## config.mk

```make
export PLATFORM = sky130hd
export DESIGN_NAME = match_fsm
export DESIGN_NICKNAME = d
export VERILOG_FILES = /design/src/rtl/game_pkg.sv /design/src/rtl/turn_timer.sv /design/src/rtl/match_fsm.sv
export SDC_FILE = /design/constraint.sdc
export NUM_CORES = 1
export LEC_CHECK = 0
export ABC_CLOCK_PERIOD_IN_PS = 3400
export BUFFER_PORTS_ARGS = -buffer_cell sky130_fd_sc_hd__buf_4
export CELL_PAD_IN_SITES_DETAIL_PLACEMENT = 1
export CELL_PAD_IN_SITES_GLOBAL_PLACEMENT = 1
export CORE_MARGIN = 4
export CORE_UTILIZATION = 28
export CTS_BUF_LIST = sky130_fd_sc_hd__clkbuf_8
export DETAILED_ROUTE_END_ITERATION = 12
export PLACE_DENSITY = 0.68
export SLEW_MARGIN = 25
export SYNTH_ARGS = -nofsm -noshare
export SYNTH_HDL_FRONTEND = slang
export SYNTH_SLANG_ARGS = --single-unit
```

## constraint.sdc

```tcl
create_clock -name clk -period 3.4 [get_ports clk]
set_input_delay 0.68 -clock clk [delete_from_list [all_inputs] [get_ports clk]]
set_output_delay 0.68 -clock clk [all_outputs]
set_load 0.05 [all_outputs]
```

## src/rtl/game_pkg.sv

```systemverilog
// Shared state and winner encodings for the cat-vs-dog match controller.
package game_pkg;

  typedef enum logic [2:0] {
    START_SCREEN  = 3'b000,
    PLAYER_TURN   = 3'b001,
    OPPONENT_TURN = 3'b010,
    CHECK_WIN     = 3'b011,
    GAME_OVER     = 3'b100,
    ROUND_OVER    = 3'b101
  } state_t;

  typedef enum logic [1:0] {
    WIN_NONE = 2'b00,
    WIN_DOG  = 2'b01,
    WIN_CAT  = 2'b10
  } winner_t;

  // A zero timeout still needs a 1-bit counter.
  function automatic int unsigned timer_width(input int unsigned timeout);
    return (timeout == 0) ? 1 : $clog2(timeout + 1);
  endfunction

endpackage

```

## src/rtl/turn_timer.sv

```systemverilog
// Per-turn countdown: load to TURN_TIMEOUT, decrement while enabled and nonzero.
module turn_timer #(
  parameter int unsigned TURN_TIMEOUT = 0,
  parameter int unsigned TIMER_W      = 1
) (
  input  logic               clk,
  input  logic               rst,
  input  logic               load,
  input  logic               en,
  output logic [TIMER_W-1:0] count,
  output logic               expire
);

  localparam logic [TIMER_W-1:0] LOAD_VAL = TIMER_W'(TURN_TIMEOUT);
  localparam logic [TIMER_W-1:0] ONE      = TIMER_W'(1);

  logic [TIMER_W-1:0] count_q;

  always_ff @(posedge clk) begin
    if (rst)
      count_q <= '0;
    else if (load)
      count_q <= LOAD_VAL;
    else if (en && count_q != '0)
      count_q <= count_q - ONE;
  end

  assign count  = count_q;
  // With TURN_TIMEOUT=0 the count never reaches 1, so expiry is impossible.
  assign expire = en && (count_q == ONE);

endmodule

```

## src/rtl/match_fsm.sv

```systemverilog
// Best-of-N match controller: start screen, alternating turns with timeout,
// round scoring and game over. All outputs come straight from registers.
module match_fsm
  import game_pkg::*;
#(
  parameter int unsigned HP_W          = 10,
  parameter int unsigned TURN_TIMEOUT  = 0,
  parameter int unsigned ROUNDS_TO_WIN = 2,
  parameter int unsigned TIMER_W       = timer_width(TURN_TIMEOUT),
  parameter int unsigned ROUND_W       = $clog2(ROUNDS_TO_WIN + 1)
) (
  input  logic               clk,
  input  logic               rst,
  input  logic               enter_pressed_local,
  input  logic               enter_pressed_remote,
  input  logic               turn_done_dog,
  input  logic               turn_done_cat,
  input  logic [HP_W-1:0]    hp_local,
  input  logic [HP_W-1:0]    hp_remote,
  output logic               dog_turn,
  output logic               cat_turn,
  output logic [2:0]         state_game_fsm,
  output logic               next_turn,
  output logic               enter_start_remote,
  output logic               reset_hp,
  output logic               turn_timeout,
  output logic [TIMER_W-1:0] turn_time_left,
  output logic [ROUND_W-1:0] score_dog,
  output logic [ROUND_W-1:0] score_cat,
  output logic [1:0]         winner
);

  localparam logic [ROUND_W-1:0] ROUND_MAX = ROUND_W'(ROUNDS_TO_WIN);
  localparam logic [ROUND_W-1:0] ROUND_ONE = ROUND_W'(1);

  state_t             state_q;
  winner_t            winner_q, round_res_q;
  logic               dog_turn_q, cat_turn_q, next_turn_q;
  logic               enter_start_remote_q, reset_hp_q, turn_timeout_q;
  logic [ROUND_W-1:0] score_dog_q, score_cat_q;

  logic tmr_load, tmr_en, tmr_expire;
  logic any_enter, dog_dead, cat_dead, dog_full, cat_full, turn_done;

  assign any_enter = enter_pressed_local || enter_pressed_remote;
  assign dog_dead  = (hp_local == '0);
  assign cat_dead  = (hp_remote == '0);
  assign dog_full  = (score_dog_q == ROUND_MAX);
  assign cat_full  = (score_cat_q == ROUND_MAX);
  assign turn_done = (state_q == PLAYER_TURN   && turn_done_dog) ||
                     (state_q == OPPONENT_TURN && turn_done_cat);
  assign tmr_en    = (state_q == PLAYER_TURN) || (state_q == OPPONENT_TURN);

  // Load on exactly the transitions that enter a turn state.
  always_comb begin
    tmr_load = 1'b0;
    case (state_q)
      START_SCREEN: tmr_load = any_enter;
      CHECK_WIN:    tmr_load = !(dog_dead || cat_dead);
      ROUND_OVER:   tmr_load = !(dog_full || cat_full);
      default:      tmr_load = 1'b0;
    endcase
  end

  turn_timer #(
    .TURN_TIMEOUT (TURN_TIMEOUT),
    .TIMER_W      (TIMER_W)
  ) u_timer (
    .clk    (clk),
    .rst    (rst),
    .load   (tmr_load),
    .en     (tmr_en),
    .count  (turn_time_left),
    .expire (tmr_expire)
  );

  always_ff @(posedge clk) begin
    if (rst) begin
      state_q              <= START_SCREEN;
      winner_q             <= WIN_NONE;
      round_res_q          <= WIN_NONE;
      dog_turn_q           <= 1'b0;
      cat_turn_q           <= 1'b0;
      next_turn_q          <= 1'b0;
      enter_start_remote_q <= 1'b0;
      reset_hp_q           <= 1'b0;
      turn_timeout_q       <= 1'b0;
      score_dog_q          <= '0;
      score_cat_q          <= '0;
    end else begin
      enter_start_remote_q <= 1'b0;
      turn_timeout_q       <= 1'b0;
      case (state_q)
        START_SCREEN: begin
          reset_hp_q  <= 1'b1;
          next_turn_q <= 1'b0;
          dog_turn_q  <= 1'b0;
          cat_turn_q  <= 1'b0;
          score_dog_q <= '0;
          score_cat_q <= '0;
          winner_q    <= WIN_NONE;
          if (enter_pressed_local) begin
            state_q     <= PLAYER_TURN;
            dog_turn_q  <= 1'b1;
            next_turn_q <= 1'b1;
            reset_hp_q  <= 1'b0;
          end else if (enter_pressed_remote) begin
            state_q              <= OPPONENT_TURN;
            cat_turn_q           <= 1'b1;
            next_turn_q          <= 1'b1;
            reset_hp_q           <= 1'b0;
            enter_start_remote_q <= 1'b1;
          end
        end
        PLAYER_TURN, OPPONENT_TURN: begin
          if (turn_done) begin
            state_q     <= CHECK_WIN;
            next_turn_q <= 1'b0;
          end else if (tmr_expire) begin
            state_q        <= CHECK_WIN;
            next_turn_q    <= 1'b0;
            turn_timeout_q <= 1'b1;
          end
        end
        CHECK_WIN: begin
          if (dog_dead || cat_dead) begin
            state_q    <= ROUND_OVER;
            dog_turn_q <= 1'b0;
            cat_turn_q <= 1'b0;
            reset_hp_q <= 1'b1;
            if (dog_dead && cat_dead) begin
              round_res_q <= WIN_NONE;
            end else if (dog_dead) begin
              round_res_q <= WIN_CAT;
              if (!cat_full) score_cat_q <= score_cat_q + ROUND_ONE;
            end else begin
              round_res_q <= WIN_DOG;
              if (!dog_full) score_dog_q <= score_dog_q + ROUND_ONE;
            end
          end else begin
            state_q     <= dog_turn_q ? OPPONENT_TURN : PLAYER_TURN;
            dog_turn_q  <= cat_turn_q;
            cat_turn_q  <= dog_turn_q;
            next_turn_q <= 1'b1;
          end
        end
        ROUND_OVER: begin
          reset_hp_q <= 1'b0;
          if (dog_full) begin
            state_q  <= GAME_OVER;
            winner_q <= WIN_DOG;
          end else if (cat_full) begin
            state_q  <= GAME_OVER;
            winner_q <= WIN_CAT;
          end else if (round_res_q == WIN_DOG) begin
            // The round loser opens the next round; dog opens after a draw.
            state_q     <= OPPONENT_TURN;
            cat_turn_q  <= 1'b1;
            next_turn_q <= 1'b1;
          end else begin
            state_q     <= PLAYER_TURN;
            dog_turn_q  <= 1'b1;
            next_turn_q <= 1'b1;
          end
        end
        GAME_OVER: begin
          dog_turn_q  <= 1'b0;
          cat_turn_q  <= 1'b0;
          next_turn_q <= 1'b0;
          if (any_enter) begin
            state_q     <= START_SCREEN;
            reset_hp_q  <= 1'b1;
            score_dog_q <= '0;
            score_cat_q <= '0;
            winner_q    <= WIN_NONE;
          end
        end
        default: begin
          state_q     <= START_SCREEN;
          dog_turn_q  <= 1'b0;
          cat_turn_q  <= 1'b0;
          next_turn_q <= 1'b0;
        end
      endcase
    end
  end

  assign state_game_fsm     = state_q;
  assign dog_turn           = dog_turn_q;
  assign cat_turn           = cat_turn_q;
  assign next_turn          = next_turn_q;
  assign enter_start_remote = enter_start_remote_q;
  assign reset_hp           = reset_hp_q;
  assign turn_timeout       = turn_timeout_q;
  assign score_dog          = score_dog_q;
  assign score_cat          = score_cat_q;
  assign winner             = winner_q;

endmodule
```

==> metrics.cfg, run 1 <==
[detailed_routing]
wirelength_um = 3780
final_antenna_net_count = 0
via_per_inst = 5.48
firstDrtPassIters = 4
drc_errors = 0
drt-wirelength-per-cell_um = 16.2
first_iter_violations = 99
dr_total_vias = 1277

[grt]
grt_start_max_net_pins = 22
grt_usage_pct = 15.0
globalRouteOverflowTotal = 0
grt_pass1_vias = 1331
grt_pass1_wl_um = 6310
antenna_found_initial = 0

[finish]
post-route-util_pct = 38.3
regArea_um2 = 360
final_nets = 212
diodes = 0
num-fill-cells = 485
area_delta_synth_final_pct = 31.4
layout-drive-gt1-share_pct = 30.6
multi_input_area_um2 = 728

[synth]
ys_warn_count = 0
synth_area_per_cell_um2 = 8.16
synthCells = 145
ys_seq_elements = 18
synth-edff-count = 0
synth_area_um2 = 1180
yosys.cell_types.count = 48
async_reset_ff_share_pct = 0
ys_seq_area_share_pct = 30.4
ys.flop_type = dfxtp_1
synth_nets = 173

[die]
start_util_pct = 29.2
die_h_um = 73.0
num_rows = 23
coreArea_um2 = 4060
die_area_um2 = 5330
die_x_um = 73.0
io_pins = 42

[power_and_ir_drop]
p_leak_nw = 0.638
p_sw_share_pct = 34.1
pwr-share-comb_pct = 31.5
power_switching_mw = 0.208
internal_power_mw = 0.402
sequentialPowerShare_pct = 39.2
peakVddDrop_v = 0.000129
powerDensity_nw_per_um2 = 392
clockPowerShare_pct = 29.3

[setup_path]
end_kind = register
critPathKind = in -> reg
cp_data_required_time_ns = 3.54
worst-path-max-fanout = 7
reg2reg_from = state_game_fsm[0]
r2r-end = score_cat[0]
critPathLaunchType = primary input
r2r_slack_ns = 1.03
worstRegToRegCells = 5
cp_data_arrival_time_ns = 2.71

[sta]
tns_ns = 0
slew_viol_final = 0
setup_viol = 0
fin_crit_sh_pct = 75.8
relSlewSlack_pct = 53.6
hold_violations = 0
rsz0062_at_grt = false
fmax_mhz = 388
worst_pin_slew_ns = 0.694
fin_crit_ns = 2.58
finClkSkew_ns = 0.00313

[clocking]
clock_latency_ns = 0.26
path_clk_slew_ns = 0.07
cts_tree = yes
ctsHtreeMaxLevel = 1
postCtsHoldBufs = 0
clock_path_buffers = 2
cts_root_buf = clkbuf_8
clkSinkCount = 18
cts-buffers-inserted = 3
post_cts_buffers = 0
cts_resized = 0

[place]
dp_hpwl_um = 2920
gp_congestion = 0.866
port_buffers = 41

[job]
maxCapViolCount = 0

[min_path]
min_delay_worst_endpoint = winner[1]
hp-class = reg -> reg
min_delay_path_depth = 2
min_from = winner[1]

[outcome]
outcome = finished clean

## power groups by stage
stage               registers (mW)  logic, mW  clock network (mW)
finish                       0.239      0.192               0.179
floorplan                    0.266      0.107                   0
detailed placement           0.244      0.191                   0
CTS                          0.239      0.192               0.185
global route                 0.242      0.210               0.195
global placement             0.243      0.186                   0
## layout by cell type (no fill, tap or decap), types with 4 or more instances in the layout
cell type	Yosys	routed
inv_1	6	6
buf_4	0	43
clkbuf_8	2	4
nand2_1	9	9
o311ai_0	5	5
dfxtp_1	18	18
o21ai_0	7	7
nor2_1	17	17
a21oi_1	12	12
## synthesized netlist by cell type (all sizes together) (2+ instances only)
master	number	area, um2
nand2	9	33.8
or3	4	30.0
inv	6	22.5
ha	2	25.0
nor3	3	15.0
nor4	2	12.5
a22oi	3	22.5
a21oi	12	60.1
clkbuf	7	46.3
o21bai	2	15.0
o21ai	7	35.0
nor3b	3	22.5
o21a	2	15.0
o311ai	5	43.8
o41ai	3	26.3
and3	2	15.0
nand3	3	15.0
or4	3	30.0
a31oi	3	18.8
dfxtp	18	360
a211o	2	17.5
nand3b	3	22.5
nor2	17	63.8
or3b	2	17.5
a211oi	2	15.0
## worst max-delay path, cell delays in order
cell     delay [ns]
buf_4          0.11
or4_4          0.52
or3_4          0.43
a31o_4         0.26
or3_1          0.41
o41ai_1        0.30
## cell type report
cell class                 instances  share of cell area, %
clock buffer                       4                   3.54
multi-input combinational        111                   46.8
tap                               50                   4.02
timing repair buffer              43                   20.8
sequential                        18                   23.2
inverter                           7                   1.69
## state kept, by name (all words and copies together) (netlist names)
register and count:
cat_turn 1, dog_turn 1, enter_start_remote 1, next_turn 1, reset_hp 1, round_res_q 2
score_cat 2, score_dog 2, state_game_fsm 3, turn_timeout 1, u_timer.count 1, winner 2
## how the worst max path moves through the flow
stage	startpoint	end	slack, ns
finish	hp_remote[1]	score_cat[1]	0.82
global route	hp_remote[1]	score_dog[1]	0.77
CTS	hp_remote[1]	score_cat[1]	0.83
detailed placement	hp_remote[1]	score_cat[1]	0.57
global placement	hp_remote[1]	score_dog[1]	0.71
floorplan	hp_remote[1]	score_cat[1]	0.86
## through the flow
step / std cells / setup WS (ns) / hold WS [ns] / area [um2] / power [mW]
final: 233 / 0.824 / 0.468 / 1560 / 0.610
after CTS: 233 / 0.831 / 0.474 / 1560 / 0.616
after global placement: 229 / 0.706 / 0.443 / 1500 / 0.430
after global routing: 233 / 0.769 / 0.487 / 1560 / 0.646
after floorplan: 145 / 0.863 / 0.455 / 1180 / 0.373
after detailed placement: 229 / 0.566 / 0.462 / 1500 / 0.435
## per-layer routing
metal	GRT usage, %	vias to the layer above	part of all wire (%)
met4	3.69	0	0.95
met5	0	-	0
li1	-	628	-
met1	18.8	607	45
met3	1.93	5	4.5
met2	26.7	37	49
## kinds of logic after synthesis
kind of cell	after synthesis	synth area share (%)
XOR/XNOR	2	1.48
buffers and inverters	16	8.03
adder cells (fa/ha/maj)	2	2.11
multiplexers	1	0.846
flip-flops	18	30.4
AO/OA/AOI/OAI	50	30.4
AND/OR/NAND/NOR	56	26.6
(Power assumes the default switching activity.)
==> run 2, diff against run 1 <==
--- a/config.mk
+++ b/config.mk
@@ -5,7 +5,8 @@
 export SDC_FILE = /design/constraint.sdc
 export NUM_CORES = 1
 export LEC_CHECK = 0
-export ABC_CLOCK_PERIOD_IN_PS = 3400
+export ABC_AREA = 1
+export ABC_CLOCK_PERIOD_IN_PS = 2200
 export BUFFER_PORTS_ARGS = -buffer_cell sky130_fd_sc_hd__buf_4
 export CELL_PAD_IN_SITES_DETAIL_PLACEMENT = 1
 export CELL_PAD_IN_SITES_GLOBAL_PLACEMENT = 1
@@ -13,7 +14,7 @@
 export CORE_UTILIZATION = 28
 export CTS_BUF_LIST = sky130_fd_sc_hd__clkbuf_8
 export DETAILED_ROUTE_END_ITERATION = 12
-export PLACE_DENSITY = 0.68
+export PLACE_DENSITY = 0.76
 export SLEW_MARGIN = 25
 export SYNTH_ARGS = -nofsm -noshare
 export SYNTH_HDL_FRONTEND = slang
==> constraint.sdc (replaced) <==
create_clock -name clk -period 2.2 [get_ports clk]
set_input_delay 0.44 -clock clk [delete_from_list [all_inputs] [get_ports clk]]
set_output_delay 0.44 -clock clk [all_outputs]
set_load 0.05 [all_outputs]
==> run 2 against run 1 <==
Total power rose to 2.6 times the previous value. Highest routed layer unchanged. Synthesized cell count rose by 28%. Hold slack lost 0.011 ns. Combinational power rose to 4.6 times the previous value. Global-route usage shrank 0.79 points. Non-clock buffer count decreased by 2.
==> metrics.cfg, run 2 <==
[clocking]
cts_root_buf = clkbuf_8
postCtsHoldBufs = 0  ; unchanged
clkSinkCount = 18  ; unchanged
ctsHtreeMaxLevel = 1  ; unchanged
path_clk_slew_ns = 0.07  ; about the same
cts_tree = yes
cts-buffers-inserted = 3  ; unchanged
clock_latency_ns = 0.26  ; about the same
clock_path_buffers = 2  ; unchanged
cts_resized = 0  ; unchanged
post_cts_buffers = 0  ; unchanged

[die]
coreArea_um2 = 3740  ; -7.7%
die_h_um = 71.1  ; -2.6%
start_util_pct = 29.8  ; +0.64 points
num_rows = 22  ; -4.3%
die_x_um = 71.1  ; -2.6%
die_area_um2 = 5060  ; -5.1%
io_pins = 42  ; unchanged

[finish]
final_design_area_no_fill_um2 = 1510  ; -2.9%
diodes = 0  ; unchanged
largest_reg_flops = 3  ; unchanged
num-fill-cells = 517  ; +6.6%
layout-drive-gt1-share_pct = 24.6  ; -6.0 points
layout_common_cells = 48 x nand2_1, 41 x buf_4, 39 x nor2_1
final_nets = 258  ; +22%
area_delta_synth_final_pct = 35.3
layout_commonest_cell = nand2_1

[setup_path]
slowest_delay_ns = 0.46  ; -0.06 ns
reg2reg_from = state_game_fsm[2]
r2r-end = score_cat[1]
critPathKind = reg -> reg
cp_common_cell = nor2_1
crit_family = simple AND/OR/NAND/NOR gates
end_kind = register
worst-path-max-fanout = 11  ; +4
path_cells = inv_2 -> nand3_2 -> inv_2 -> o21ai_0 -> nor2_1 -> nor2_1 -> nand3_1 -> nand2_1 -> nor2_1
cp_slowest_cell = dfxtp_1
cp_data_required_time_ns = 2.36  ; -1.18 ns
cp_data_arrival_time_ns = 1.80  ; -0.91 ns
critPathLaunchType = register
r2r_slack_ns = 0.56  ; -0.47 ns
worstRegToRegCells = 9  ; +4
crit_buf_inv = 2  ; +1

[detailed_routing]
first_iter_violations = 58  ; -41%
drt-wirelength-per-cell_um = 12.3  ; -24%
m1WireLength_um = 1610  ; -6.1%
drc_errors = 0  ; unchanged
wirelength_um = 3390  ; -10%
firstDrtPassIters = 5  ; +1
dr_total_vias = 1291  ; +1.1%
highest_layer = met4
final_antenna_net_count = 0  ; unchanged
wl_met3_um = 206  ; +20%
routed-wl-met2_um = 1520  ; -18%
via_per_inst = 4.68  ; -15%

[place]
dpl_cell_area_um2 = 1470  ; -2.1%
gp_congestion = 0.871  ; +0.58%
dp_hpwl_um = 2790  ; -4.4%
pre_cts_slack_ns = 0.432  ; -0.134 ns
port_buffers = 41  ; unchanged

[synth]
synthCells = 186  ; +28%
synthTopCellsByCount = 48 x nand2_1, 39 x nor2_1, 21 x inv_1
synth_top_area_share_pct = 32.3  ; +1.8 points
synthXorXnorAreaFrac_pct = 0  ; -1.5 points
yosys.cell_types.count = 23  ; -52%
ys_warn_count = 0  ; unchanged
synthTopCellsByArea = dfxtp_1 32%, nand2_1 16%, nor2_1 13%
synthMostInstantiatedCell = nand2_1
synth-edff-count = 0  ; unchanged
synthAdderAreaFrac_pct = 2.24  ; +0.13 points
synth_top_family_by_area = simple AND/OR/NAND/NOR gates
ys_seq_area_share_pct = 32.3  ; +1.8 points
ys.flop_type = dfxtp_1
synth_area_per_cell_um2 = 6.00  ; -26%
synthSimpleGateAreaFrac_pct = 44.2  ; +18 points
muxShareOfSynthArea_pct = 0  ; -0.85 points
synth_compound_area_share_pct = 11.2  ; -19 points
async_reset_ff_share_pct = 0  ; unchanged
synth_area_um2 = 1120  ; -5.7%
ys_seq_elements = 18  ; unchanged
yosysTopAreaCell = dfxtp_1
synth_nets = 214  ; +24%

[job]
maxCapViolCount = 0  ; unchanged

[grt]
antenna_found_initial = 0  ; unchanged
grt_usage_pct = 14.2  ; -0.79 points
globalRouteOverflowTotal = 0  ; unchanged
grt_start_max_net_pins = 13  ; -41%
grt_pass1_vias = 1297  ; -2.6%
grt_pass1_wl_um = 5840  ; -7.5%

[min_path]
min_from = rst
min_delay_path_depth = 2  ; unchanged
min_delay_worst_endpoint = state_game_fsm[1]
hp-class = in -> reg

[outcome]
outcome = finished clean

[power_and_ir_drop]
peakVddDrop_v = 0.000423  ; +230%
powerDensity_nw_per_um2 = 1040  ; +160%
p_leak_nw = 0.781  ; +22%

[sta]
fmax_mhz = 609
fin_crit_sh_pct = 74.7
finClkSkew_ns = 0.00473  ; +0.00159 ns
fin_ws_ns = 0.557  ; -0.267 ns
hold_violations = 0  ; unchanged
worst_pin_slew_ns = 0.329  ; -0.366 ns
setup_viol = 0  ; unchanged
rsz0062_at_grt = false
relSlewSlack_pct = 77.9  ; +24 points
worst_hold_slack_ns = 0.457  ; -0.0112 ns
slew_viol_final = 0  ; unchanged
tns_ns = 0  ; unchanged
fin_crit_ns = 1.64

==> run 2: cell count changes after synthesis, moves of 4 or more <==
cell | previous run | this run
clkbuf_1 | 5 | 1
inv_1 | 6 | 21
inv_2 | 0 | 5
nand2_1 | 9 | 48
nand3_1 | 3 | 14
nor2_1 | 17 | 39
o311ai_0 | 5 | 0
==> run 2: metal layers <==
metal  global-route usage, %  vias to the layer above
li1                        -                      673
met3                    2.70                        5
met4                    5.01                        0
met2                    22.2                       35
met1                    19.3                      578
met5                       0                        -
==> run 2: cells by family after synthesis <==
family          Yosys count
simple gates            116
buf+inv                  28
fa+ha+maj                 2
compound gates           22
flops                    18
==> run 2: how the worst max path moves through the flow <==
stage	cells past startpoint	start	slack, ns	endpoint
after global placement	9	hp_local[1]	0.44	score_cat[1]
after detailed placement	9	hp_local[1]	0.43	score_cat[1]
after global routing	8	state_game_fsm[0]	0.34	score_dog[1]
after floorplan	9	score_dog[0]	0.49	cat_turn
after CTS	9	state_game_fsm[2]	0.56	score_cat[1]
final	9	state_game_fsm[2]	0.56	score_cat[1]
==> run 2: final cells by class <==
| class | instances | area (um2) | area share, % |
|---|---|---|---|
| Clock buffer | 3 | 41.3 | 2.73 |
| Timing Repair Buffer | 41 | 308 | 20.4 |
| Tap cell | 48 | 60.1 | 3.98 |
| Multi-Input combinational cell | 140 | 643 | 42.6 |
| Sequential cell | 18 | 360 | 23.9 |
| Inverter | 26 | 97.6 | 6.46 |
==> run 2: metrics by stage <==
stage                     cells  utilization [%]  power [mW]
after detailed placement    273             39.2        1.35
final                       276             40.3        1.57
after global placement      273             39.2        1.35
after floorplan             186                -        1.10
after CTS                   276             40.3        1.59
after global routing        276             40.3        1.72
==> run 2: where the power goes <==
part	internal (mW)	switching [mW]
logic	0.288	0.599
registers	0.393	0.0555
clock network	0.122	0.111
